<file path="src/rtl/rca_8bit.sv">
// Registered 8-bit ripple-carry adder: eight chained full-adder cells feeding
// a 9-bit {carry-out, sum} output register with synchronous active-low reset.

module full_adder_cell (
    input  logic a,
    input  logic b,
    input  logic ci,
    output logic s,
    output logic co
);
    assign s  = a ^ b ^ ci;
    assign co = (a & b) | (a & ci) | (b & ci);
endmodule

module rca_8bit (
    input  logic       clk,
    input  logic       rst_n,
    output logic       Cout,
    output logic [7:0] Sum,
    input  logic [7:0] A,
    input  logic [7:0] B,
    input  logic       Cin
);
    logic [8:0] carry;
    logic [7:0] sum_comb;

    assign carry[0] = Cin;

    // Carry is passed cell to cell so the ripple path stays explicit.
    for (genvar i = 0; i < 8; i++) begin : g_cell
        full_adder_cell u_fa (
            .a  (A[i]),
            .b  (B[i]),
            .ci (carry[i]),
            .s  (sum_comb[i]),
            .co (carry[i+1])
        );
    end

    always_ff @(posedge clk) begin
        if (!rst_n) begin
            Cout <= 1'b0;
            Sum  <= 8'h00;
        end else begin
            Cout <= carry[8];
            Sum  <= sum_comb;
        end
    end
endmodule

</file>
<file path="config.mk">
export PLATFORM = sky130hd
export DESIGN_NAME = rca_8bit
export DESIGN_NICKNAME = d
export VERILOG_FILES = /design/src/rtl/rca_8bit.sv
export SDC_FILE = /design/constraint.sdc
export NUM_CORES = 1
export LEC_CHECK = 0
export ABC_CLOCK_PERIOD_IN_PS = 4790
export CAP_MARGIN = 20
export CELL_PAD_IN_SITES_DETAIL_PLACEMENT = 0
export CELL_PAD_IN_SITES_GLOBAL_PLACEMENT = 2
export CORE_ASPECT_RATIO = 1.75
export CORE_MARGIN = 2
export CORE_UTILIZATION = 19
export DETAILED_ROUTE_END_ITERATION = 10
export PLACE_DENSITY_LB_ADDON = 0.1
export SYNTH_ARGS = -nofsm -noshare
export SYNTH_HDL_FRONTEND = slang
export SYNTH_SLANG_ARGS = --single-unit
</file>
<file path="constraint.sdc">
create_clock -name clk -period 4.79 [get_ports clk]
set_input_delay 0.479 -clock clk [delete_from_list [all_inputs] [get_ports clk]]
set_output_delay 0.479 -clock clk [all_outputs]
set_load 0.03 [all_outputs]
</file>
==> results of run 1 <==
through the flow:
step	std cells	cell area, um2
2_1_floorplan	33	432
3_3_place_gp	84	732
3_5_place_dp	84	732
4_1_cts	88	758
5_1_grt	88	758
6_report	88	758
worst max path at each step:
stage | from | to | slack, ns | cells past startpoint
6_report | A[0] | Sum[7] | 0.82 | 13
5_1_grt | A[0] | Sum[7] | 0.65 | 13
2_1_floorplan | A[0] | Sum[7] | 1.10 | 12
4_1_cts | A[0] | Sum[7] | 0.78 | 13
3_3_place_gp | A[0] | Sum[7] | 0.51 | 13
3_5_place_dp | A[0] | Sum[7] | 0.49 | 13
state kept, by name, summed over array words and instances (netlist names):
signal  flops
Cout        1
Sum         8
tightest hold or removal path: cells and delay by family:
| kind | cells | cell delay (ns) |
|---|---|---|
| and+or+nand+nor | 1 | 0.11 |
| adders and majority gates | 1 | 0.15 |
| buffers and inverters | 1 | 0.48 |
layer usage:
layer | up-vias | share of wire (%) | global-route usage, % | wire [um]
met5 | - | 0 | 0 | 0
met4 | 0 | 1.0 | 6.47 | 8
met3 | 2 | 11 | 2.33 | 87
met2 | 18 | 57 | 12.3 | 444
met1 | 150 | 31 | 6.25 | 238
li1 | 154 | - | - | -
report_power, final:
group	switching, mW	leakage [nW]	internal, mW	total [mW]
sequential	0.00228	0.0750	0.0841	0.0864
clock	0.0247	0.0150	0.0320	0.0567
combinational	0.0335	0.231	0.0392	0.0728
total	0.0605	0.321	0.155	0.216
logic make-up (layout without fill, tap and decap cells):
logic type	after synthesis	after routing	share of synthesized area, %
adder cells (fa/ha/maj)	8	8	37.1
buffers and inverters	7	38	6.09
flip-flops	9	9	41.7
AND/OR/NAND/NOR	9	9	15.1
final cells by class:
type	instances	area share, %
repair buffers	27	35.6
multi-input cells	17	29.7
flip-flops and latches	9	23.8
well taps	24	3.96
clock buffers	4	3.47
inverters	7	3.47
layout by cell type (no fill, tap or decap):
master / instances
and2b_2: 3
and2_1: 5
clkdlybuf4s50_1: 27
clkbuf_4: 3
and2_2: 1
inv_1: 7
dfxtp_1: 9
clkbuf_1: 1
fa_1: 8
==> run summary, run 1 <==
The worst hold path begins at B[5]. Power per cell area: 285 mW/mm2. Summed over all instances, the cell type with the most area after synthesis is dfxtp_1. Routability-driven placement finished with a final weighted congestion of 0.549. In the final layout, flip-flops and latches occupy 180 um2. The run gives 0 as the initial antenna violation count. After clock tree synthesis, the clock-pin slew on the worst setup and hold paths is 0.06 ns.

The clock root buffer master was clkbuf_4. Measured along the y axis, the die boundary spans 67.1 um. The floorplan step set the die width to 40.0 um.

The tools report the count of antenna-violating nets left after detailed routing as 0. Area share of the largest cell type after synthesis: 41.7%. The endpoint arrival time on the critical path came out at 4.17 ns. Counting every net in the synthesized netlist gives 60. The logs give 0 for the number of slew-limit violations in the final report and 324 for the vias after detailed routing. Ranked by total cell area, the synthesized netlist is headed by dfxtp_1, fa_1, and2_1.

The clock period minus final worst setup slack was 3.97 ns; the count of routing violations after the opening detailed-route iteration was 1. Counting both buffers and inverters, the worst setup path holds a total of 4. Counting stages on the worst path, the most repeated cell is fa_1. The worst hold path terminates at Sum[5].

The worst setup path is captured at a register. The depth of the CTS H-tree was 1; the total DRC errors in the routed layout was 0. 0 antenna diodes ended up in the layout. The setup total negative slack is 0 ns.

The number of vias per cell after detailed routing was 3.68; the relative slew slack was 79.6%. The total iterations of the first detailed-routing run was 2; the max-capacitance violation count was 0. The run gives 694 um as the post-detailed-placement half-perimeter wirelength. For this run, the register share of the synthesized area comes to 41.7%.

Pin placement for this block handled 28 I/O pins. For the post-CTS setup buffer count, the log shows 0. Static timing analysis puts the maximum clock frequency at 252 MHz. The fraction of layout cells with a size suffix above 1 is 10.9%.

Setup repair after global routing left no endpoint under its margin. The cell area that synthesis handed to floorplanning was 432 um2. Overall power consumption after layout is estimated at 0.216 mW. The number of buffers inserted by hold repair at cts is 0, and the data required time at the worst endpoint is 4.99 ns. In the synthesized netlist the async set-or-reset flop fraction comes to 0%. The actual slew at the worst max-slew pin came out at 0.305 ns.

In the post-route analysis, the smallest setup slack over all paths is 0.821 ns. The average instance area after synthesis was 13.1 um2; the core area was 0.00212 mm2. The number of buffers added by the clock tree synthesis step was 3; the total number of clock tree sinks was 9. The utilization of the core after routing was 35.8%; the routed length per placed instance was 8.84 um.

The number of instances in the synthesized netlist is 33. The count of different cell masters after synthesis is 6, and the fraction of the cycle the final worst path needs is 82.9%. Setup violations remaining at the end of the flow were counted as 0. The tools report the number of gates given a new drive strength after cts as 0. The run finished with clean final reports. Counting flops with a built-in enable in the synthesized netlist gives 0. For the number of fill cells in the layout, the log shows 235. The routed design has 778 um of wire. During synthesis, Yosys emitted a total of 0 warnings.

Across all hold checks on the routed design, the worst slack comes to 0.996 ns. The number of global-route vias before repair was 342; the overall die area was 0.00268 mm2. The commonest cells after synthesis are dfxtp_1, fa_1, inv_1. The growth of design area from synthesis to finish works out to 75.7%. The logs give 0 for the overflow left after global routing and 2 for the maximum buffer depth of the clock tree.

IR analysis of the VDD net gives a maximum drop of 131 uV. By instance count, the leading cell after synthesis is dfxtp_1. In this run the tool buffered the top-level ports with 27 buffer cells. The commonest register cell after synthesis was dfxtp_1.

Traced cell by cell, the critical path runs through clkdlybuf4s50_1, inv_1, fa_1, inv_1, fa_1, fa_1, fa_1, fa_1, fa_1, fa_1, inv_1, fa_1, and2b_2. TritonCTS built the clock tree. Entering global routing, the biggest net connects 10 pins. In the final layout, the multi-input gates occupy 225 um2.

Prior to clock tree synthesis, the placed netlist has a worst setup slack of 0.493 ns. Number of cells on the worst hold path: 3. At the end of the flow, the number of nets in the layout was 92. The tightest min-delay check is of the in2reg type. Category of the critical setup timing path: in2reg.

The analysis attributes to cell leakage a power of 0.321 nW. The floorplan has 22 rows. The peak fanout along the critical path works out to 1.

Starting density of the core: 20.4%. The slowest cell on the critical path is clkdlybuf4s50_1. The first global-routing pass estimated 1.27 mm of wire.

Critical path's largest stage delay: 0.40 ns. For the global routing usage summed across all routing layers, the log shows 7.32%. In this design, the largest share of critical-path delay is due to adder cells.

The worst setup path is launched from a primary input. The flip-flop and latch count after synthesis is 9, and the count of endpoints failing hold in the final timing report is 0.
No activity file was read; power rests on OpenSTA's default activity.
==> run 2: changes to the inputs <==
Settings changed: ABC_CLOCK_PERIOD_IN_PS 4790 to 3400, CORE_UTILIZATION 19 to 17.
Clock period 4.79 ns to 3.4 ns, I/O delays scaled along.
==> run 2 against run 1 <==
Net effect:
- clock power is 120% higher
- flip-flop and latch count did not move
- cell count is 2.3% higher
- combinational power is 48% higher
- critical endpoint unchanged
- largest cell class unchanged
==> run summary, run 2 (synthesis gave the netlist of run 1 again) <==
The flow ran to the end, and the final reports show no timing, DRC or antenna violations. Setup repair after global routing left no endpoint under its margin. The die outline width came out at 42.1 um. The vias after detailed routing is 329. The tools report the total DRC errors in the routed layout as 0.

The run gives 9 as the total number of clock tree sinks. TritonCTS built the clock tree. In this run the worst hold path is classified as in2reg.

The die height came out at 70.7 um. The kind of end point of the critical path was a register. Global routing used 6.56% of the available tracks across all layers. In the final routed layout, each cell accounts on average for 9.54 um.

The logs give 859 um for the final wirelength and 752 um for the post-detailed-placement half-perimeter wirelength. Pin placement for this block handled 28 I/O pins. The count of endpoints failing hold in the final timing report is 0. The worst path uses 96.2% of the clock period. Clock root buffer master: clkbuf_8. The post-route netlist has 34.4% of its cells at a drive strength greater than 1.

Core area: 0.00246 mm2. The depth of the CTS H-tree was 1; the count of routing violations after the opening detailed-route iteration was 0. After floorplanning, the core was divided into 24 placement rows. The logs give 3.58 ns for the data required time at the worst endpoint and 306 MHz for the fmax.

The largest voltage drop on the vdd net was 127 uV; the clock-pin slew of the registers on the worst-case setup and hold paths was 0.04 ns. The smallest clock period supported by the final layout is computed as 3.27 ns. Leaving out fill and tap cells, the most frequent cells in the layout are clkdlybuf4s50_1, dfxtp_1, fa_2.

Setup violations remaining at the end of the flow were counted as 0. For this design the ratio of total power to cell area is 442 mW/mm2. The first global-routing pass estimated 1.39 mm of wire.

Number of slew-limit violations in the final report: 0. After layout, the design draws a total of 0.354 mW. The static leakage came out at 0.327 nW. Largest register by flop count: Sum. The tool flagged a number of max-cap violations equal to 0. The initial antenna violation count was 0. After global routing the overflow that remains totals 0. The total iterations of the first detailed-routing run was 1; the setup total negative slack was 0 ns. The maximum buffer depth of the clock tree was 2; the relative slew slack was 79.2%.

The count of antenna-violating nets left after detailed routing was 0. The area growth from synthesis to layout is 85.5%. The overall die area was 0.00297 mm2. The peak fanout along the critical path came out at 1. Using the TritonRoute via totals, the vias-per-cell ratio works out to 3.66. The most common cell after layout, fill and taps aside is clkdlybuf4s50_1. Number of flip-flops in the largest register: 8. The tools report the starting density of the core as 17.5%.

Entering global routing, the biggest net connects 10 pins. The number of antenna diodes in the final layout is 0. For the pin with the worst max-slew slack, the measured transition is 0.311 ns. STA classifies the critical path startpoint as a primary input.

Number of global-route vias before repair: 351. The tools report the routability congestion estimate from global placement as 0.646. The largest registers in the layout are Sum x8, Cout x1.

For the worst setup path, the data arrival time is 3.45 ns. The final layout contains 92 nets. The number of buffers added by the clock tree synthesis step was 3. The worst setup path is of the in2reg kind. In this run the tool buffered the top-level ports with 27 buffer cells.
-- run 2: cell types whose count changed in the layout (fill, tap and decap cells not counted) --
cell / before / now
buf_6: 0 / 3
inv_4: 0 / 1
inv_1: 7 / 2
dlygate4sd2_1: 0 / 2
clkbuf_8: 0 / 3
inv_2: 0 / 4
clkbuf_4: 3 / 0
fa_2: 0 / 7
clkdlybuf4s50_1: 27 / 22
fa_1: 8 / 1
-- run 2: report_power, final --
group          internal [mW]  switching (mW)
clock                 0.0817          0.0423
sequential             0.119         0.00296
combinational         0.0577          0.0504
total                  0.258          0.0957
-- run 2: worst max-delay path, cell delays in order --
cell and delay, ns:
buf_6 0.09, inv_4 0.04, fa_2 0.20, inv_2 0.04, fa_2 0.35, fa_2 0.34, fa_2 0.35, fa_2 0.35
fa_2 0.35, fa_2 0.34, inv_2 0.06, fa_1 0.40, and2b_2 0.20
-- run 2: cell type report --
class,instances,area (um2)
Fill cell,276,1660
Timing Repair Buffer,27,272
Clock buffer,4,45.0
Inverter,7,28.8
Tap cell,26,32.5
Multi-Input combinational cell,17,243
Sequential cell,9,180
-- run 2: worst paths after layout --
kind              cells past startpoint  start     end
hold / removal                        3   B[1]  Sum[1]
setup / recovery                     13   A[0]  Sum[7]
-- run 2: stage by stage --
stage,instances,hold slack [ns],worst slack (ns),utilization (%),cell area [um2]
after floorplan,33,0.462,0.00825,-,442
after global placement,86,1.13,-0.528,30.2,744
after detailed placement,86,1.12,-0.558,30.2,744
after CTS,90,0.651,-0.0456,32.5,801
after global routing,90,0.672,0.0162,32.5,801
final,90,0.646,0.128,32.5,801
-- run 2: timing repair --
action / in CTS / in global routing
pin swaps: 8 / 6
gates resized for setup: 25 / 0
setup endpoints to repair: 2 / 1
hold buffers: 0 / 0
setup buffers: 0 / 0
-- run 2: per-layer routing --
layer | share of wire [%] | vias up | GRT usage, %
li1 | - | 153 | -
met1 | 35 | 148 | 5.44
met2 | 50 | 25 | 11.8
met3 | 12 | 3 | 1.79
met4 | 3.3 | 0 | 6.25
met5 | 0 | - | 0
